==> config.mk <==
export PLATFORM = sky130hd
export DESIGN_NAME = match_score_accumulator
export DESIGN_NICKNAME = d
export VERILOG_FILES = /design/src/rtl/finger_match_pkg.sv /design/src/rtl/score_sat_adder.sv /design/src/rtl/match_score_accumulator.sv
export SDC_FILE = /design/constraint.sdc
export NUM_CORES = 1
export LEC_CHECK = 0
export BUFFER_PORTS_ARGS = -buffer_cell sky130_fd_sc_hd__buf_2
export CAP_MARGIN = 10
export CORE_MARGIN = 10
export CORE_UTILIZATION = 55
export DETAILED_ROUTE_END_ITERATION = 16
export HOLD_SLACK_MARGIN = 0.15
export PLACE_DENSITY = 0.77
export SETUP_SLACK_MARGIN = 0.4
export SKIP_LAST_GASP = 1
export SYNTH_ARGS = -nofsm -noshare
export SYNTH_HDL_FRONTEND = slang
export SYNTH_HIERARCHICAL = 1
export SYNTH_SLANG_ARGS = --single-unit
==> constraint.sdc <==
create_clock -name clk -period 3.85 [get_ports clk]
set_input_delay 0.1925 -clock clk [delete_from_list [all_inputs] [get_ports clk]]
set_output_delay 0.1925 -clock clk [all_outputs]
set_load 0.05 [all_outputs]
==> src/rtl/finger_match_pkg.sv <==
// Shared types and widths for the fingerprint match-score datapath.
package finger_match_pkg;

    localparam int unsigned ACC_W_DEF = 48;
    localparam int unsigned PROD_W    = 32;
    localparam int unsigned CNT_W     = 16;

    typedef enum logic [1:0] {
        StIdle,
        StAccum,
        StCompare,
        StDone
    } fsmState_t;

endpackage

==> src/rtl/score_sat_adder.sv <==
// Combinational saturating add of a zero-extended product onto the window accumulator.
module score_sat_adder
    import finger_match_pkg::*;
#(
    parameter int unsigned ACC_W = ACC_W_DEF
) (
    input  logic [ACC_W-1:0]  acc,
    input  logic [PROD_W-1:0] addend,
    output logic [ACC_W-1:0]  sum,
    output logic              sat
);

    logic [ACC_W:0] wide;

    // One extra bit catches the carry out; ACC_W is assumed >= PROD_W.
    always_comb begin
        wide = {1'b0, acc} + {{(ACC_W + 1 - PROD_W){1'b0}}, addend};
        sat  = wide[ACC_W];
        sum  = sat ? {ACC_W{1'b1}} : wide[ACC_W-1:0];
    end

endmodule

==> src/rtl/match_score_accumulator.sv <==
// Sums PIX_COUNT pixel products per window with saturation, then compares against a threshold.
module match_score_accumulator
    import finger_match_pkg::*;
#(
    parameter int unsigned PIX_COUNT = 4096,
    parameter int unsigned ACC_W     = ACC_W_DEF
) (
    input  logic              clk,
    input  logic              reset,
    input  logic              start,
    input  logic [ACC_W-1:0]  threshold,
    input  logic              prod_valid,
    input  logic [31:0]       prod,
    output logic              prod_ready,
    output logic              busy,
    output logic              done,
    output logic [ACC_W-1:0]  score,
    output logic              match,
    output logic              overflow
);

    localparam logic [CNT_W-1:0] LastIdx = CNT_W'(PIX_COUNT - 1);

    fsmState_t        stateQ, stateD;
    logic [ACC_W-1:0] accQ, accD;
    logic [CNT_W-1:0] cntQ, cntD;
    logic [ACC_W-1:0] thrQ, thrD;
    logic             satFlagQ, satFlagD;
    logic [ACC_W-1:0] scoreQ, scoreD;
    logic             matchQ, matchD;
    logic             overflowQ, overflowD;
    logic             busyQ, busyD;
    logic             readyQ, readyD;
    logic             doneQ, doneD;

    logic [ACC_W-1:0] sumW;
    logic             satW;

    score_sat_adder #(
        .ACC_W (ACC_W)
    ) uAdder (
        .acc    (accQ),
        .addend (prod),
        .sum    (sumW),
        .sat    (satW)
    );

    always_comb begin
        stateD    = stateQ;
        accD      = accQ;
        cntD      = cntQ;
        thrD      = thrQ;
        satFlagD  = satFlagQ;
        scoreD    = scoreQ;
        matchD    = matchQ;
        overflowD = overflowQ;

        case (stateQ)
            StIdle: begin
                if (start) begin
                    stateD   = StAccum;
                    accD     = '0;
                    cntD     = '0;
                    thrD     = threshold;
                    satFlagD = 1'b0;
                end
            end
            StAccum: begin
                if (prod_valid) begin
                    accD     = sumW;
                    satFlagD = satFlagQ | satW;
                    cntD     = cntQ + 1'b1;
                    if (cntQ == LastIdx) begin
                        stateD = StCompare;
                    end
                end
            end
            StCompare: begin
                scoreD    = accQ;
                matchD    = (accQ >= thrQ);
                overflowD = satFlagQ;
                stateD    = StDone;
            end
            StDone:  stateD = StIdle;
            default: stateD = StIdle;
        endcase

        // Handshake/status flags are registered copies decoded from the next state.
        busyD  = (stateD == StAccum) || (stateD == StCompare);
        readyD = (stateD == StAccum);
        doneD  = (stateD == StDone);
    end

    always_ff @(posedge clk or negedge reset) begin
        if (!reset) begin
            stateQ    <= StIdle;
            accQ      <= '0;
            cntQ      <= '0;
            thrQ      <= '0;
            satFlagQ  <= 1'b0;
            scoreQ    <= '0;
            matchQ    <= 1'b0;
            overflowQ <= 1'b0;
            busyQ     <= 1'b0;
            readyQ    <= 1'b0;
            doneQ     <= 1'b0;
        end else begin
            stateQ    <= stateD;
            accQ      <= accD;
            cntQ      <= cntD;
            thrQ      <= thrD;
            satFlagQ  <= satFlagD;
            scoreQ    <= scoreD;
            matchQ    <= matchD;
            overflowQ <= overflowD;
            busyQ     <= busyD;
            readyQ    <= readyD;
            doneQ     <= doneD;
        end
    end

    assign prod_ready = readyQ;
    assign busy       = busyQ;
    assign done       = doneQ;
    assign score      = scoreQ;
    assign match      = matchQ;
    assign overflow   = overflowQ;

endmodule

==> After elaboration in Yosys (flattened, before gate mapping) <==
Cells that the tools add are included.
{ "totals": {"inputBits": 84, "output_inout_bits": 53, "word_cells": 43, "regBits": 168} }
{ "classes": {"n_reduce_logical": 5, "n_eq_ne": 9, "muxes": 14, "addsub": 2, "n_bitwise": 1, "order_cmp": 1} }
{ "op_table": {"columns": ["op", "n"], "rows": [
  ["2-to-1 mux 48 bit", 3],
  ["case mux 48 bit (2 select lines)", 1],
  ["adder 48 x 32 -> 49 bit", 1],
  [">= comparator 48 bit", 1],
  ["2-to-1 mux 16 bit", 2],
  ["case mux 16 bit (2 select lines)", 1],
  ["adder 16 x 1 -> 16 bit, second input constant", 1],
  ["== test 16 x 12 -> 1 bit, second input constant", 1],
  ["== test 2 bit, second input constant", 4],
  ["case mux 2 bit (4 select lines)", 1],
  ["2-to-1 mux 2 bit", 3],
  ["== test 2 x 1 -> 1 bit, second input constant", 2],
  ["inequality test 2 bit, second input constant", 2],
  ["AND reduction 3 bit", 1],
  ["logical NOT 2 bit", 1],
  ["2-to-1 mux 1 bit", 2],
  ["case mux 1 bit (2 select lines)", 1],
  ["AND reduction 2 bit", 1],
  ["nonzero test 2 bit", 1],
  ["logical OR 1 bit", 1],
  ["OR 1 bit", 1]
]} }

==> Logic depth before layout (Yosys ltp) <==
Gate-level depths: netlist (run 1).
{ "logic_depth": {"ltp_word": 6, "depth_mapped": 13, "mapped_depth_nobuf": 12} }

==> Cells and area by module <==
Netlist (run 1), hierarchy kept.
{ "by_module_without_submodules": {"columns": ["mod", "cells_each", "n_inst", "area_each_um2"], "rows": [
  ["match_score_accumulator", 751, 1, 7448.4],
  ["score_sat_adder", 347, 1, 2308.5]
]} }

==> Worst setup path after synthesis (run 1) <==
Ideal clock, no wire load.
{ "synth_timing": {"path_type": "register -> register", "start": "reg accQ[0]", "end": "reg accQ[34]", "period_less_slack_ns": 3.095, "slack_ns": 0.755, "stages_incl_launch_ff": 13, "setup_time_ns": 0.121, "arrival_ns": 2.974, "cell_sequence": "dfrtp_1 -> ha_1 -> fa_1 -> a211oi_1 -> o21a_1 -> a211oi_2 -> o31ai_2 -> o21ai_2 -> o21ba_1 -> buf_4 -> nand3_1 -> mux2_1 -> a22o_1"} }
{ "synth_between": {"elab_chain_cells": 4} }
{ "synth_rtl": {"columns": ["item", "line", "rtl"], "rows": [
  ["start: declaration", "match_score_accumulator.sv:25", "logic [ACC_W-1:0] accQ, accD;"],
  ["start signal: assignment", "match_score_accumulator.sv:97", "accQ <= '0;"],
  ["start signal: assignment", "match_score_accumulator.sv:109", "accQ <= accD;"],
  ["adder 48 x 32 -> 49 bit", "score_sat_adder.sv:17", "wide = {1'b0, acc} + {{(ACC_W + 1 - PROD_W){1'b0}}, addend};"],
  ["2-to-1 mux 48 bit", "score_sat_adder.sv:19", "sum = sat ? {ACC_W{1'b1}} : wide[ACC_W-1:0];"],
  ["net sumW[34]", "match_score_accumulator.sv:36", "logic [ACC_W-1:0] sumW;"],
  ["2-to-1 mux 48 bit", "match_score_accumulator.sv:69", "if (prod_valid) begin"],
  ["case mux 48 bit (2 select lines)", "match_score_accumulator.sv:58", "case (stateQ)"]
]} }
The timed path passes the listed nets, and every way through them passes these cells. The select of a mux whose other input is x is not followed.
A chain may end at the register's enable or synchronous reset.

==> Worst setup path after layout (run 1) <==
{ "layout_timing": {"start": "reg accQ[0]", "end": "reg accQ[45]"} }
Same word-level chain as after synthesis.

==> run summary, run 1 <==
Vias -> 8345
Hold Fails Final Rpt -> 0
Area of the die -> 23500 um2
Vias in the first global route -> 8417
Post-Syn Nets -> 1265
Final TNS setup -> 0 ns
CTS buffer count -> 17
Lkg Pwr -> 6.03 nW
Clk Latency, worst-skew pair -> 0.44 ns
Post-synthesis sequential area ratio -> 43.1%
HP Class -> primary input to flip-flop
Clock-pin slew on the worst setup and hold paths -> 0.07 ns
Die height -> 153 um
Largest net degree at the start of global routing -> 99
TritonCTS clock tree -> yes
NumNets Final -> 1432
RSZ-0062 raised after global routing -> yes
Startpoint type of the worst setup path -> flip-flop
Hpwl dp -> 17.7 mm
Wire per inst -> 16.6 um
Slew headroom -> 27.9%
Layout cell share with drive strength beyond 1 -> 16.3%
Minimum clock period -> 3.26 ns
Sequential share of power -> 33.8%
Post-route setup slack -> 0.589 ns
Ys flop type -> dfrtp_1
Pre-CTS WS -> 0.413 ns
Input/output buffers -> 136
Clk network pwr share -> 24.6%
PwrDens -> 599 nW/um2
Most frequent cells in the layout -> nand2_1, dfrtp_1, buf_2
Worst-margin pin slew -> 1.08 ns
Achievable Freq -> 307 MHz
Yosys synthesis warning count -> 6
Syn Area/Cell -> 8.89 um2
Initial antenna violation count -> 2
Crit share post-route -> 84.7%
EDFF count, synth -> 0
CORE AREA -> 17400 um2
Worst vdd ir -> 400 uV
Slew Limit Fails -> 0
Ys async rst share -> 100%
Routed vias/inst -> 5.54
Critical path fanouts, max -> 23
NetSw -> 2.66 mW
Syn-to-layout area delta -> 20.1%
Final WL -> 24.9 mm
Int Power -> 4.36 mW
Number of remaining DRC errors -> 0
Status -> finished, final reports clean
Clk root buf -> clkbuf_16
Flops & latches, synth -> 168
Io pins -> 137
Crit Path Category -> flip-flop to flip-flop
Grt total ovfl -> 0
Die Wd -> 153 um
Clock buffer depth -> 2
Skew final -> 0.00888 ns
MaxCap Viol Count -> 0
Clock Sinks -> 168
All-Layer GR Usage -> 21.2%
Finish-stage setup viols -> 0
Synth Instances -> 1098
Netlist cell types -> 66
Pre-antenna DRT Iters -> 5
DR iter-0 viols -> 639
Number of routed nets with antenna violations -> 0
H-tree Lvls -> 4
Starting Density -> 56.2%
Crit path capture type -> flip-flop
Mapped Area -> 9760 um2
Crit path arrival time -> 3.59 ns
Switch share -> 37.9%
Commonest non-fill, non-tap cell in the layout -> nand2_1
First-pass GRT wire length -> 41.7 mm
RD Place Congestion -> 0.885
Rows -> 48
Crit path required time -> 4.17 ns
Logic gate share of total power -> 41.6%
[path summary, 6_finish.rpt]
check	startpoint	end	slack [ns]	cells after the start
worst max-delay path	accQ[0]$_DFFE_PN0P_	accQ[45]$_DFFE_PN0P_	0.59	13
worst min-delay path	prod[0]	accQ[0]$_DFFE_PN0P_	0.22	5
worst max register to register	accQ[0]$_DFFE_PN0P_	accQ[45]$_DFFE_PN0P_	0.59	13
worst min register to register	score[26]$_DFFE_PN0N_	score[26]$_DFFE_PN0N_	0.47	2
max in group asynchronous	reset	accQ[34]$_DFFE_PN0P_	2.48	3
min in group asynchronous	reset	score[26]$_DFFE_PN0N_	0.43	2
[layout make-up]
| cell class | instances | area (um2) |
|---|---|---|
| Sequential cell | 168 | 4200 |
| Clock buffer | 19 | 443 |
| Timing Repair Buffer | 198 | 1290 |
| Multi-Input combinational cell | 823 | 5130 |
| Clock inverter | 13 | 144 |
| Tap cell | 225 | 282 |
| Antenna cell | 2 | 5.00 |
| Inverter | 57 | 214 |
| Fill cell | 1375 | 5640 |
[logic make-up (layout without fill, tap and decap cells)]
kind of cell | after synthesis | count (layout) | synth area share (%)
buffers and inverters | 107 | 287 | 4.54
xor gates and xnor gates | 42 | 42 | 3.77
and+or+nand+nor | 429 | 429 | 19.2
other | 0 | 2 | 0
muxes | 11 | 11 | 1.22
AOI/OAI and AO/OA | 258 | 258 | 17.5
DFF | 168 | 168 | 43.1
adders and majority gates | 83 | 83 | 10.7
[synth_stat cells, drive strengths merged (4+ instances only)]
cell type	n	area (um2)
nand2	286	1080
dfrtp	168	4200
ha	82	1030
o21ai	79	403
a21oi	66	342
inv	57	214
nor2	45	174
a22o	44	385
clkbuf	28	105
nand3	26	130
buf	22	124
xor2	22	193
xnor2	20	175
nand4	17	106
and3	14	90.1
o21a	13	105
a21o	12	90.1
a31oi	8	50.1
nor2b	8	50.1
mux2	7	78.8
a211oi	6	50.1
nand2b	6	37.5
o211ai	6	50.1
nor3	5	30.0
nor4	5	43.8
o31ai	5	42.5
and2	4	25.0
and4	4	35.0
mux2i	4	40.0
[stage by stage]
stage | std cells | instance area [um2] | hold WS [ns] | total power, mW | utilization [%]
6_report | 1505 | 11700 | 0.216 | 7.01 | 67.5
4_1_cts | 1503 | 11700 | 0.209 | 6.97 | 67.4
2_1_floorplan | 1098 | 9760 | -0.103 | 4.55 | -
3_5_place_dp | 1420 | 10600 | 0.368 | 5.18 | 61.1
5_1_grt | 1504 | 11700 | 0.249 | 7.50 | 67.5
3_3_place_gp | 1420 | 10600 | 0.363 | 5.08 | 61.1
[critical path, cell delays in order, from the launching register on]
cell and delay, ns:
dfrtp_1 0.38, ha_1 0.24, fa_1 0.44, a211oi_1 0.32, o21a_1 0.21, a211oi_2 0.10
o31ai_4 0.33, o21ai_2 0.16, o21ai_4 0.27, buf_12 0.21, nand2_1 0.07, mux2_1 0.28
nand3_1 0.09, nand2_1 0.06
[flip-flops by register name, indices dropped and copies added (netlist names)]
| register | cells |
|---|---|
| overflow | 1 |
| done | 1 |
| cntQ | 16 |
| score | 48 |
| satFlagQ | 1 |
| thrQ | 48 |
| accQ | 48 |
| busy | 1 |
| match | 1 |
| stateQ | 2 |
| prod_ready | 1 |
[power groups by stage]
stage               Clock [mW]  Sequential (mW)  Combinational (mW)
global placement             0             2.38                2.70
CTS                       1.74             2.37                2.86
global route              1.83             2.42                3.26
finish                    1.73             2.37                2.92
detailed placement           0             2.40                2.78
floorplan                    0             2.29                2.25
[routing by layer]
metal,global-route usage (%),up-vias,share of wire (%)
met2,34.0,197,47
li1,-,4128,-
met1,27.7,3992,46
met3,5.08,28,4.8
met5,0,-,0
met4,6.31,0,1.4
[repair_timing]
item | 4_1_cts | 5_1_grt
hold endpoints to repair | 144 | 0
hold buffers | 51 | 0
gates resized for setup | 0 | 3
setup buffers | 0 | 0
endpoints found under the setup margin | 0 | 8
Note: power is estimated with default switching activity, not from simulation.
==> inputs of run 2 (changes only) <==
- clock period: 3.85 -> 3.24 ns (I/O delays scaled with it)
==> run 2 against run 1 <==
  * Global-route usage up 0.092 points
  * Wire length increased by 7.2%
  * Maximum frequency rose by 14%
  * Clock power rose by 34%
  * Die area unchanged
  * Final cell count is 1.3% higher
  * Combinational power up 44%
  * Via count rose by 3.6%
  * Total power rose by 33%
  * First-iteration DRC count up 18%
  * Critical endpoint is now accQ[41]$_DFFE_PN0P_
  * Largest power group unchanged
  * Highest routed layer unchanged
==> run summary, run 2 (synthesized netlist as in run 1, its figures left out) <==
Die height -> 153 um (unchanged)
Most frequent cells in the layout -> nand2_1, dfrtp_1, buf_2
Crit path required time -> 3.57 ns (-0.60 ns)
Worst-margin pin slew -> 0.855 ns (-0.226 ns)
Fillcell total -> 1251 (-9.0%)
H-tree Lvls -> 4 (unchanged)
Worst R2R End -> accQ[41]$_DFFE_PN0P_
Reg-to-reg startpoint -> accQ[0]$_DFFE_PN0P_
Clk Latency, worst-skew pair -> 0.45 ns (about the same)
Syn-to-layout area delta -> 28.1%
Sequential share of power -> 30.4% (-3.4 points)
Post-route setup slack -> 0.389 ns (-0.200 ns)
Max incr delay on CP -> 0.41 ns (-0.03 ns)
CTS buffer count -> 17 (unchanged)
NetSw -> 3.52 mW (+32%)
Worst R2R Setup Slack -> 0.39 ns (-0.20 ns)
Worst path slowest cell -> dfrtp_1
Fin util -> 72.0% (+4.5 points)
Skew final -> 0.0127 ns (+0.00381 ns)
CORE AREA -> 17400 um2 (unchanged)
WHS Path Cells -> 4 (-1)
Crit path arrival time -> 3.18 ns (-0.41 ns)
Achievable Freq -> 351 MHz (+14%)
Worst r2r path cells -> 12 (-1)
Crit Path Category -> flip-flop to flip-flop
Input/output buffers -> 136 (unchanged)
Hold EP -> prod_ready$_DFF_PN0_
Clock buffer depth -> 2 (unchanged)
Logic gate share of total power -> 44.9% (+3.3 points)
Hold Fails Final Rpt -> 0 (unchanged)
Vias in the first global route -> 8505 (+1.0%)
Lkg Pwr -> 6.25 nW (+3.7%)
Grt total ovfl -> 0 (unchanged)
Critical path fanouts, max -> 4 (-83%)
Max layer used -> met4
Crit share post-route -> 88.0% (+3.3 points)
RD Place Congestion -> 0.890 (+0.60%)
Layout cell share with drive strength beyond 1 -> 23.0% (+6.7 points)
DR iter-0 viols -> 753 (+18%)
Hold Worst Slack -> 0.206 ns (-0.0100 ns)
All-Layer GR Usage -> 21.3% (+0.092 points)
Minimum clock period -> 2.85 ns (-0.410 ns)
Largest net degree at the start of global routing -> 76 (-23%)
Hold_sp -> start
Pre-antenna DRT Iters -> 5 (unchanged)
Metal-1 WL -> 11.8 mm (+1.9%)
CP Cell Sequence -> ha_4, fa_2, a211oi_2, o21a_1, a211oi_4, o31ai_4, o21ai_4, o21ai_4, buf_12, nand2_2, mux2_4, a22o_1
Wire per inst -> 17.5 um (+5.8%)
Slew headroom -> 43.0% (+15 points)
Pre-CTS WS -> 0.234 ns (-0.179 ns)
Initial antenna violation count -> 1 (-1)
Most common cell on crit path -> o21ai_4
Switch share -> 37.6% (-0.28 points)
Vias -> 8644 (+3.6%)
Final TNS setup -> 0 ns (unchanged)
Crit path capture type -> flip-flop
Int Power -> 5.84 mW (+34%)
RSZ-0062 raised after global routing -> yes
First-pass GRT wire length -> 42.2 mm (+1.2%)
NumNets Final -> 1454 (+1.5%)
PwrDens -> 749 nW/um2 (+25%)
Starting Density -> 56.2% (unchanged)
Met3 Routed Length -> 1.73 mm (+44%)
Worst vdd ir -> 466 uV (+16%)
Startpoint type of the worst setup path -> flip-flop
Number of remaining DRC errors -> 0 (unchanged)
Die Wd -> 153 um (unchanged)
Slew Limit Fails -> 0 (unchanged)
MaxCap Viol Count -> 0 (unchanged)
Clk network pwr share -> 24.7% (about the same)
Number of routed nets with antenna violations -> 0 (unchanged)
Io pins -> 137 (unchanged)
Rows -> 48 (unchanged)
Met2 Routed Length -> 12.8 mm (+8.7%)
HP Class -> primary input to flip-flop
Area of the die -> 23500 um2 (unchanged)
Routed vias/inst -> 5.67 (+2.2%)
Clock-pin slew on the worst setup and hold paths -> 0.07 ns (about the same)
Clock Sinks -> 168 (unchanged)
Clk root buf -> clkbuf_16
Commonest non-fill, non-tap cell in the layout -> nand2_1
Finish-stage setup viols -> 0 (unchanged)
Final WL -> 26.8 mm (+7.2%)
TritonCTS clock tree -> yes
Hpwl dp -> 17.7 mm (about the same)
Status -> finished, final reports clean
## run 2: cell count changes in the layout (fill, tap and decap cells not counted), sizes merged
cell      before  now
buf          147  167
bufinv         2    5
clkinv         3    0
clkinvlp       4    2
diode          2    1
inv           61   64
## run 2: worst max-delay path by stage
stage | startpoint | endpoint | slack, ns | cells past startpoint
2_1_floorplan | accQ[0]$_DFFE_PN0P_ | accQ[34]$_DFFE_PN0P_ | 0.40 | 12
3_3_place_gp | accQ[0]$_DFFE_PN0P_ | accQ[40]$_DFFE_PN0P_ | 0.28 | 11
3_5_place_dp | accQ[18]$_DFFE_PN0P_ | accQ[40]$_DFFE_PN0P_ | 0.23 | 9
4_1_cts | accQ[0]$_DFFE_PN0P_ | accQ[1]$_DFFE_PN0P_ | 0.30 | 12
5_1_grt | accQ[0]$_DFFE_PN0P_ | accQ[40]$_DFFE_PN0P_ | 0.30 | 11
6_report | accQ[0]$_DFFE_PN0P_ | accQ[41]$_DFFE_PN0P_ | 0.39 | 12
## run 2: final cells by class
type / instances / area (um2) / share of cell area, %
Clock buffer: 17 / 425 / 3.40
Antenna cell: 1 / 2.50 / 0.0200
Clock inverter: 14 / 231 / 1.85
Inverter: 57 / 214 / 1.71
Tap cell: 225 / 282 / 2.25
Timing Repair Buffer: 220 / 1560 / 12.5
Sequential cell: 168 / 4210 / 33.7
Multi-Input combinational cell: 823 / 5570 / 44.6
## run 2: metrics by stage
stage          instance area (um2)  std cells  power [mW]
2_1_floorplan                 9780       1098        5.42
3_3_place_gp                 10600       1422        6.08
3_5_place_dp                 10600       1422        6.19
4_1_cts                      12000       1512        8.66
5_1_grt                      12500       1524        9.95
6_report                     12500       1525        9.36
## run 2: what timing repair did
action,CTS,global route
gates cloned,1,2
buffers inserted,7,10
setup endpoints to repair,10,49
pin swaps,12,16
gates resized for setup,15,96
endpoints found under the hold margin,122,0
hold buffers,51,0
## run 2: power by group through the flow
stage / Combinational [mW] / Sequential (mW) / Clock, mW
floorplan: 2.70 / 2.73 / 0
global placement: 3.29 / 2.80 / 0
detailed placement: 3.37 / 2.82 / 0
CTS: 3.54 / 2.79 / 2.33
global route: 4.62 / 2.90 / 2.43
finish: 4.20 / 2.85 / 2.31
## run 2: per-layer routing
layer | global-route usage, % | vias up
li1 | - | 4164
met1 | 28.0 | 4172
met2 | 33.9 | 272
met3 | 5.22 | 36
met4 | 6.04 | 0
met5 | 0 | -
## run 2: critical path: cells and delay by family (launching register included)
kind | cells | cell delay, ns
simple gates | 1 | 0.05
fa+ha+maj | 2 | 0.53
mux | 1 | 0.27
flops | 1 | 0.41
buf+inv | 1 | 0.14
compound gates | 7 | 1.35
==> inputs of run 3 (changes only) <==
- BUFFER_PORTS_ARGS: -buffer_cell sky130_fd_sc_hd__buf_2 -> -buffer_cell sky130_fd_sc_hd__clkbuf_2
- CORE_UTILIZATION: 55 -> 53
- PLACE_DENSITY: 0.77 -> 0.78
- clock period: 3.24 -> 2.5 ns (I/O delays scaled with it)
==> run 3 against run 2 <==
  * The run now ends with negative setup slack left
  * Largest cell class unchanged
  * Worst hold slack got worse by 0.031 ns
  * Critical endpoint is now accQ[26]$_DFFE_PN0P_
  * Clock power rose by 29%
  * Register-to-register slack got worse by 0.79 ns
  * Utilization rose by 2.2 points
  * First-iteration DRC count rose by 20%
==> run summary, run 3 (synthesized netlist as in run 1, its figures left out) <==
Starting Density -> 54.1% (-2.1 points)
Input/output buffers -> 136 (unchanged)
Switch share -> 37.2% (-0.38 points)
Initial antenna violation count -> 1 (unchanged)
WHS Path Cells -> 5 (+1)
Die height -> 156 um (+1.6%)
Number of routed nets with antenna violations -> 0 (unchanged)
Wire per inst -> 18.1 um (+3.3%)
Slew headroom -> 48.5% (+5.5 points)
Most common cell on crit path -> buf_12
Routed vias/inst -> 5.73 (+1.2%)
Max layer used -> met4
HP Class -> primary input to flip-flop
Worst path top cell family by delay -> compound AO/OA/AOI/OAI gates
Worst R2R End -> accQ[26]$_DFFE_PN0P_
Hold EP -> accQ[0]$_DFFE_PN0P_
H-tree Lvls -> 4 (unchanged)
NetSw -> 4.90 mW (+39%)
Rows -> 49 (+2.1%)
Layout cell share with drive strength beyond 1 -> 28.2% (+5.2 points)
Worst path slowest cell -> dfrtp_1
Clk root buf -> clkbuf_16
Minimum clock period -> 2.90 ns (+0.0485 ns)
Worst vdd ir -> 636 uV (+37%)
Worst r2r path cells -> 13 (+1)
PwrDens -> 985 nW/um2 (+32%)
Die Wd -> 156 um (+1.6%)
Buffer and inverter count on the worst path -> 3 (+2)
Status -> finished with violations
Crit path capture type -> flip-flop
Logic gate share of total power -> 50.8% (+5.9 points)
Area of the die -> 24200 um2 (+3.3%)
Crit path arrival time -> 3.22 ns (+0.04 ns)
Worst R2R Setup Slack -> -0.40 ns (-0.79 ns)
NumNets Final -> 1561 (+7.4%)
Syn-to-layout area delta -> 37.1%
Met3 Routed Length -> 1.80 mm (+4.0%)
Max incr delay on CP -> 0.42 ns (about the same)
DR iter-0 viols -> 906 (+20%)
Vias -> 9387 (+8.6%)
Hpwl dp -> 19.0 mm (+7.1%)
Grt total ovfl -> 0 (unchanged)
Lkg Pwr -> 6.82 nW (+9.1%)
Io pins -> 137 (unchanged)
Met2 Routed Length -> 14.3 mm (+11%)
Finish-stage setup viols -> 49 (+49)
Crit Path Category -> flip-flop to flip-flop
Commonest non-fill, non-tap cell in the layout -> nand2_1
Pre-CTS WS -> -0.484 ns (-0.718 ns)
Sequential share of power -> 26.6% (-3.8 points)
Clk network pwr share -> 22.6% (-2.1 points)
Failing checks -> negative setup slack
Pre-antenna DRT Iters -> 5 (unchanged)
First-pass GRT wire length -> 48.2 mm (+14%)
Worst-margin pin slew -> 0.772 ns (-0.0829 ns)
RSZ-0062 raised after global routing -> yes
Startpoint type of the worst setup path -> flip-flop
CORE AREA -> 18000 um2 (+3.8%)
Largest net degree at the start of global routing -> 81 (+6.6%)
MaxCap Viol Count -> 0 (unchanged)
Slew Limit Fails -> 0 (unchanged)
Crit path required time -> 2.82 ns (-0.75 ns)
Achievable Freq -> 345 MHz (-1.7%)
Reg-to-reg startpoint -> accQ[0]$_DFFE_PN0P_
TritonCTS clock tree -> yes
Post-route setup slack -> -0.400 ns (-0.788 ns)
Clock Sinks -> 168 (unchanged)
Clock-pin slew on the worst setup and hold paths -> 0.07 ns (about the same)
Crit share post-route -> 116% (+28 points)
Skew final -> 0.0109 ns (-0.00183 ns)
Metal-1 WL -> 12.9 mm (+8.7%)
Int Power -> 8.27 mW (+42%)
Most frequent cells in the layout -> nand2_1, dfrtp_1, clkbuf_2
Total power -> 13.2 mW (+41%)
CP Cell Sequence -> ha_4, fa_2, a211oi_2, o21a_1, a211oi_4, o31ai_4, o21ai_4, o21ai_2, buf_6, buf_12, buf_12, nand3_1, a22o_1
Hold Fails Final Rpt -> 0 (unchanged)
Clk Latency, worst-skew pair -> 0.44 ns (about the same)
CTS buffer count -> 17 (unchanged)
Vias in the first global route -> 9583 (+13%)
All-Layer GR Usage -> 24.2% (+3.0 points)
Clock buffer depth -> 2 (unchanged)
Critical path fanouts, max -> 6 (+2)
Number of remaining DRC errors -> 0 (unchanged)
Final WL -> 29.7 mm (+11%)
Hold_sp -> prod[0]
RD Place Congestion -> 0.896 (+0.64%)
[run 3: cell count changes in the layout (fill, tap and decap cells not counted), sizes merged]
| cell | previous run | this run |
|---|---|---|
| inv | 64 | 60 |
| buf | 167 | 139 |
| o21ba | 1 | 2 |
| clkinvlp | 2 | 1 |
| clkbuf | 19 | 153 |
| clkinv | 0 | 6 |
[run 3: power by group through the flow]
stage                     logic (mW)  registers, mW  clock network [mW]
after CTS                       6.23           3.48                2.98
after global placement          5.46           3.48                   0
after global routing            7.28           3.56                3.09
final                           6.69           3.51                2.97
after detailed placement        5.59           3.50                   0
after floorplan                 3.51           3.54                   0
[run 3: worst reg2reg max path: cells and delay by family (launching register included)]
family	cells	cell delay, ns
AOI/OAI and AO/OA	7	1.30
and+or+nand+nor	1	0.09
DFF	1	0.42
buffers and inverters	3	0.42
adders and majority gates	2	0.57
[run 3: per-stage QoR]
step	hold slack, ns	util (%)	area (um2)	TNS [ns]	std cells
after global placement	0.222	63.9	11500	-12.43	1530
after global routing	0.192	74.2	13400	-21.51	1637
after floorplan	-0.171	-	9840	-7.47	1098
after CTS	0.173	73.1	13200	-11.96	1630
after detailed placement	0.230	63.9	11500	-14.19	1530
final	0.175	74.2	13400	-16.79	1637
[run 3: worst max-delay path by stage]
| stage | depth (start not counted) | endpoint | start |
|---|---|---|---|
| 6_report | 13 | accQ[26]$_DFFE_PN0P_ | accQ[0]$_DFFE_PN0P_ |
| 2_1_floorplan | 12 | accQ[34]$_DFFE_PN0P_ | accQ[0]$_DFFE_PN0P_ |
| 4_1_cts | 11 | accQ[41]$_DFFE_PN0P_ | accQ[4]$_DFFE_PN0P_ |
| 3_3_place_gp | 11 | accQ[40]$_DFFE_PN0P_ | accQ[0]$_DFFE_PN0P_ |
| 3_5_place_dp | 11 | accQ[34]$_DFFE_PN0P_ | accQ[0]$_DFFE_PN0P_ |
| 5_1_grt | 14 | accQ[39]$_DFFE_PN0P_ | accQ[0]$_DFFE_PN0P_ |
[run 3: what timing repair did]
action / in CTS / in global routing
hold endpoints to repair: 126 / 0
pin swaps: 26 / 20
setup buffers: 13 / 5
resized for setup: 62 / 24
gates cloned: 4 / 1
hold buffers: 51 / 0
endpoints found under the setup margin: 50 / 50
[run 3: layer usage]
metal  up-vias  global-route usage, %
met3        56                   5.27
met5         -                      0
met4         0                   9.31
li1       4391                      -
met2       373                   39.3
met1      4567                   31.0
[run 3: area by class of cell]
class	count	area [um2]
multi-input combinational	824	5560
clock buffer	17	425
antenna	1	2.50
timing repair buffer	326	2460
tap	229	287
fill	1226	4650
sequential	168	4200
clock inverter	15	224
inverter	57	219
